[config.mk]
export PLATFORM = sky130hd
export DESIGN_NAME = video_source_arbiter
export DESIGN_NICKNAME = d
export VERILOG_FILES = /design/src/rtl/video_source_arbiter.sv
export SDC_FILE = /design/constraint.sdc
export NUM_CORES = 1
export LEC_CHECK = 0
export ABC_AREA = 0
export CAP_MARGIN = 40
export CORE_AREA = 2 2 126 128
export CTS_CLUSTER_DIAMETER = 80
export DETAILED_ROUTE_END_ITERATION = 10
export DIE_AREA = 0 0 128 130
export GPL_TIMING_DRIVEN = 0
export PLACE_DENSITY = 0.6
export SYNTH_ARGS = -nofsm -noshare
export SYNTH_HDL_FRONTEND = slang
export SYNTH_SLANG_ARGS = --single-unit
[constraint.sdc]
create_clock -name aclk -period 7.8 [get_ports aclk]
set_input_delay 2.34 -clock aclk [delete_from_list [all_inputs] [get_ports aclk]]
set_output_delay 2.34 -clock aclk [all_outputs]
set_load 0.05 [all_outputs]
[src/rtl/video_source_arbiter.sv]
// Frame-boundary arbiter: forwards whole frames from one of two AXI4-Stream video
// sources into a single sink through a 2-entry skid buffer, with geometry checking.
module video_source_arbiter #(
  parameter int DATA_W    = 24,
  parameter int PIXELS    = 1920,
  parameter int LINES     = 1080,
  parameter bit DROP_IDLE = 1'b1
) (
  input  logic              aclk,
  input  logic              aresetn,
  input  logic              sel,
  input  logic              err_clr,
  input  logic              s0_tvalid,
  input  logic              s0_tuser,
  input  logic              s0_tlast,
  input  logic [DATA_W-1:0] s0_tdata,
  output logic              s0_tready,
  input  logic              s1_tvalid,
  input  logic              s1_tuser,
  input  logic              s1_tlast,
  input  logic [DATA_W-1:0] s1_tdata,
  output logic              s1_tready,
  output logic              m_tvalid,
  output logic              m_tuser,
  output logic              m_tlast,
  output logic [DATA_W-1:0] m_tdata,
  input  logic              m_tready,
  output logic              active_src,
  output logic              locked,
  output logic [15:0]       frame_cnt,
  output logic              err_line,
  output logic              err_sof
);

  localparam int PW = $clog2(PIXELS + 1);
  localparam int LW = $clog2(LINES + 1);
  localparam int BW = DATA_W + 2;
  localparam logic [PW-1:0] PIX_MAX  = PW'(PIXELS);
  localparam logic [LW-1:0] LINE_MAX = LW'(LINES);

  typedef enum logic {SEEK = 1'b0, PASS = 1'b1} state_t;

  state_t          state_q, state_d;
  logic            cur_q, cur_d;
  logic            locked_q, locked_d;
  logic [PW-1:0]   pix_q, pix_d;
  logic [LW-1:0]   line_q, line_d;
  logic [15:0]     frame_q, frame_d;
  logic            err_line_q, err_line_d;
  logic            err_sof_q, err_sof_d;
  logic [BW-1:0]   head_q, head_d;
  logic [BW-1:0]   tail_q, tail_d;
  logic [1:0]      cnt_q, cnt_d;

  logic            cur_tvalid;
  logic            cur_tuser;
  logic            cur_tlast;
  logic [BW-1:0]   cur_beat;
  logic            skid_ready;
  logic            acc;
  logic            push;
  logic            pop;
  logic            line_evt;
  logic            sof_evt;
  logic [PW-1:0]   pix_after;
  logic [LW-1:0]   line_base;
  logic [LW-1:0]   line_next;

  assign cur_tvalid = cur_q ? s1_tvalid : s0_tvalid;
  assign cur_tuser  = cur_q ? s1_tuser  : s0_tuser;
  assign cur_tlast  = cur_q ? s1_tlast  : s0_tlast;
  assign cur_beat   = cur_q ? {s1_tuser, s1_tlast, s1_tdata} : {s0_tuser, s0_tlast, s0_tdata};

  // Owned source sees skid space; the other one is either drained or stalled.
  assign skid_ready = (cnt_q != 2'd2);
  assign s0_tready  = cur_q ? DROP_IDLE : skid_ready;
  assign s1_tready  = cur_q ? skid_ready : DROP_IDLE;
  assign acc        = cur_tvalid && skid_ready;

  assign m_tvalid = (cnt_q != 2'd0);
  assign {m_tuser, m_tlast, m_tdata} = head_q;
  assign pop      = m_tvalid && m_tready;

  assign active_src = cur_q;
  assign locked     = locked_q;
  assign frame_cnt  = frame_q;
  assign err_line   = err_line_q;
  assign err_sof    = err_sof_q;

  always_comb begin
    state_d   = state_q;
    cur_d     = cur_q;
    pix_d     = pix_q;
    line_d    = line_q;
    frame_d   = frame_q;
    push      = 1'b0;
    line_evt  = 1'b0;
    sof_evt   = 1'b0;
    pix_after = '0;
    line_base = '0;
    line_next = '0;

    if (state_q == SEEK) begin
      cur_d = sel;
      if (acc && cur_tuser) begin
        push    = 1'b1;
        state_d = PASS;
        cur_d   = cur_q;
      end
    end else if (acc) begin
      push = 1'b1;
    end

    if (push) begin
      // A tuser beat always restarts geometry; mid-frame it also flags an error.
      sof_evt   = (state_q == PASS) && cur_tuser && ((pix_q != '0) || (line_q != '0));
      pix_after = cur_tuser ? PW'(1) : pix_q + 1'b1;
      line_base = cur_tuser ? '0 : line_q;
      if (cur_tlast || (pix_after == PIX_MAX)) begin
        line_evt  = cur_tlast ? (pix_after != PIX_MAX) : 1'b1;
        pix_d     = '0;
        line_next = line_base + 1'b1;
      end else begin
        pix_d     = pix_after;
        line_next = line_base;
      end
      if (line_next == LINE_MAX) begin
        frame_d = frame_q + 16'd1;
        pix_d   = '0;
        line_d  = '0;
        if (sel != cur_q) begin
          state_d = SEEK;
          cur_d   = sel;
        end else begin
          state_d = PASS;
        end
      end else begin
        line_d = line_next;
      end
    end

    err_line_d = (err_line_q && !err_clr) || line_evt;
    err_sof_d  = (err_sof_q && !err_clr) || sof_evt;
    locked_d   = (state_d == PASS);
  end

  always_comb begin
    head_d = head_q;
    tail_d = tail_q;
    cnt_d  = cnt_q;
    case ({push, pop})
      2'b10: begin
        if (cnt_q == 2'd0) begin
          head_d = cur_beat;
          cnt_d  = 2'd1;
        end else begin
          tail_d = cur_beat;
          cnt_d  = 2'd2;
        end
      end
      2'b01: begin
        head_d = tail_q;
        cnt_d  = cnt_q - 2'd1;
      end
      2'b11: head_d = cur_beat;
      default: ;
    endcase
  end

  always_ff @(posedge aclk) begin
    if (!aresetn) begin
      state_q    <= SEEK;
      cur_q      <= 1'b0;
      locked_q   <= 1'b0;
      pix_q      <= '0;
      line_q     <= '0;
      frame_q    <= '0;
      err_line_q <= 1'b0;
      err_sof_q  <= 1'b0;
      head_q     <= '0;
      tail_q     <= '0;
      cnt_q      <= 2'd0;
    end else begin
      state_q    <= state_d;
      cur_q      <= cur_d;
      locked_q   <= locked_d;
      pix_q      <= pix_d;
      line_q     <= line_d;
      frame_q    <= frame_d;
      err_line_q <= err_line_d;
      err_sof_q  <= err_sof_d;
      head_q     <= head_d;
      tail_q     <= tail_d;
      cnt_q      <= cnt_d;
    end
  end

endmodule

==> impl_results.md <==
- Switching power total: roughly 770 uW
- DR vias: 5334
- Clock latency on the worst-skew pair: 0.36 ns
- Slew headroom: 0.441
- Total track usage: 0.196
- Post-DP HPWL: between 10000 and 15000 um
- Outcome: complete, no violations
- Crit end category: flip-flop
- Net count after synthesis: 732
- CTS clk-pin slew, worst paths: around 0.070 ns
- Fraction of registers with async set or reset after synthesis: 0
- Total grt overflow: 0
- CP max stage cell: clkdlybuf4s50_1
- Max Cap Viol: 0
- Ant. Diodes: 0
- LEAKAGE: approximately 0.0024 uW
- Die area: 0.0166 mm2
- Root Driver: clkbuf_16
- Cell mode on critical path: nor3_1
- Comb power frac: 0.420
- Synth warn: 0
- Initial DRC Count: 345
- Netlist Area Pre-Place: 0.00528 mm2
- Yosys top cell by area: dfxtp_1
- Hold Crit Class: flip-flop to flip-flop
- Routed wire length: 16100 um
- Clock tree buffer depth: 2
- Post_cts resized: 0
- Top FF cell, synth: dfxtp_1
- DRC: 0
- Final setup viols: 0
- Routed Antenna Nets: 0
- Dpl cells: 961
- Share of layout cells above drive strength 1: 0.0662
- Synth top area cells: dfxtp_1 (36%), nor2_1 (9.2%), a21oi_1 (6.6%), mux2i_1 (6.1%), a211oi_1 (4.0%)
- Post-CTS Hold Buffers: 0
- Die Wd: between 100 and 150 um
- Max FO, Critical Path: 10
- H-Tree Depth: 3
- Clock Sinks: 96
- RSZ-0062 raised after global routing: false
- CTS buffer count: 9
- Yosys cell types: 69
- Critical path arrival: 6.23 ns
- Setup TNS: 0 ns
- Worst setup skew after layout: 0.00816 ns
- Post-synth EDFFs: 0
- DR vias/cell: 5.46
- Register Area: 0.00192 mm2
- Avg Synthesized Cell Area: 7.96 um2
- Max IR drop VDD: between 0.1 and 0.15 mV
- PD cells: roughly 270 mW/mm2
- DR WL/cell: 16.5 um
- Crit Path Class: input pin to flip-flop
- Die height: around 130 um
- # IOs: 108
- Core Rows: 46
- Fillers: around 1600
- Nets@finish: 849
- Total core area: 0.0154 mm2
- Fmax: 168 MHz
- Clock power frac: 0.235
- Worst-Margin Slew: 0.839 ns
- Max incr delay on CP: roughly 0.43 ns
- Synth-to-Final Area Change: 30.0%
- #FFs+latches synth: 96
- Top-area cell type share of the netlist area: 0.364
- Port buffer count: 106
- Fin crit period: 5.97 ns
- Seq/Total Area, Yosys: 0.364
- Largest net degree at the start of global routing: 17
- CP Launch Type: input pin
- Post-CTS Setup Bufs: 0
- First-pass GRT wire length: 25600 um
- Worst setup slack after layout: about 1.8 ns
- DRT Pass-1 Iters: 5
- Initial antenna violation count: 0
- CP cell instances: clkdlybuf4s50_1 -> mux2_4 -> clkbuf_1 -> nor3_1 -> nand4b_1 -> nor3_1 -> nand2_1 -> ha_1 -> buf_6 -> nand4b_4 -> nor4b_2 -> mux2i_1 -> o2111a_2 -> nand2_2 -> buf_2 -> o31ai_1
- Min Hold Slack: 0.473 ns
- CTS tree: yes
- Number of global-route vias before repair: 5120
- CP required: 8.07 ns
- Sw Share: 0.418
- Initial core utilization: 0.342
- Dpl ws: around 1.5 ns
- Seq pwr share: 0.344
- Final worst path period share: 0.765
- Commonest non-fill, non-tap cells in the layout: nor2_1 (130), clkdlybuf4s50_1 (106), dfxtp_1 (96)
- GP Congestion: 0.913
- Commonest non-fill, non-tap cell in the layout: nor2_1
- R2r setup slk: 3.65 ns
- Slew Limit Fails: 0
- Mapped Cells: 663
- Final hold vios: 0
- Internal power: 1070 uW
- Layout Cells excl Fill: 977
- Multi-input gate area: approximately 0.0031 mm2
## cells by family after synthesis
family,Yosys count,share of synthesized area
adders and majority gates,10,0.0237
DFF,96,0.364
and+or+nand+nor,277,0.254
buffers and inverters,61,0.0538
AOI/OAI and AO/OA,177,0.223
xor gates and xnor gates,8,0.0133
muxes,34,0.0678
## through the flow
step	instance area, um2	total power [uW]	utilization
3_3_place_gp	6580	1400	0.427
4_1_cts	6860	1850	0.445
5_1_grt	6860	1940	0.445
2_1_floorplan	5280	1160	-
6_report	6860	1830	0.445
3_5_place_dp	6580	1410	0.427
## routing by layer
| layer | GRT usage | wire [um] |
|---|---|---|
| met5 | 0 | 0 |
| met4 | 0.0763 | 304 |
| met3 | 0.0328 | 784 |
| met2 | 0.339 | 7730 |
| met1 | 0.246 | 7290 |
## worst max-delay path, delay by kind of cell
kind	cells	cell delay (ns)
and+or+nand+nor	7	1.29
buffers and inverters	4	1.08
muxes	2	0.74
AOI/OAI and AO/OA	2	0.58
adders and majority gates	1	0.20
## area by class of cell
type | count | area share
multi-input cells | 506 | 0.448
flip-flops and latches | 96 | 0.280
repair buffers | 106 | 0.155
plain buffers | 51 | 0.0359
well taps | 192 | 0.0350
clock buffers | 10 | 0.0348
clock inverters | 6 | 0.00602
inverters | 10 | 0.00547
## path summary, 6_finish.rpt
path	startpoint	end	cells past startpoint
worst max register to register	active_src$_SDFF_PN0_	frame_cnt[9]$_SDFFE_PN0P_	16
worst min-delay path	err_sof$_SDFF_PN0_	err_sof$_SDFF_PN0_	2
worst min register to register	err_sof$_SDFF_PN0_	err_sof$_SDFF_PN0_	2
worst max-delay path	s0_tuser	frame_cnt[9]$_SDFFE_PN0P_	16
## sequential cells by signal (all words and copies together) (netlist names)
signal	flops
cnt_q	2
active_src	1
pix_q	11
err_line	1
frame_cnt	16
locked	1
err_sof	1
tail_q	26
line_q	11
head_q	26
## power by group through the flow
stage / Combinational (uW) / Sequential (uW) / Clock, uW
final: 770 / 631 / 432
after floorplan: 367 / 790 / 0
after detailed placement: 773 / 642 / 0
after global placement: 762 / 640 / 0
after global routing: 836 / 642 / 461
after CTS: 776 / 632 / 439
## cell usage after synthesis, drive strengths merged, types with 4 or more instances
cell type  instances
o211ai             6
nand2             41
o311ai            13
o31ai             16
nor4               5
a21oi             70
nand4              7
xnor2              6
o2111ai            4
nor3              13
dfxtp             96
nand3             20
o21ai             22
and2               8
clkbuf            30
a211oi            28
and3              11
buf               20
nor2b              6
nand2b            15
inv                9
nor2             130
mux2i             33
ha                10
Power figures use the tool's default switching activity.
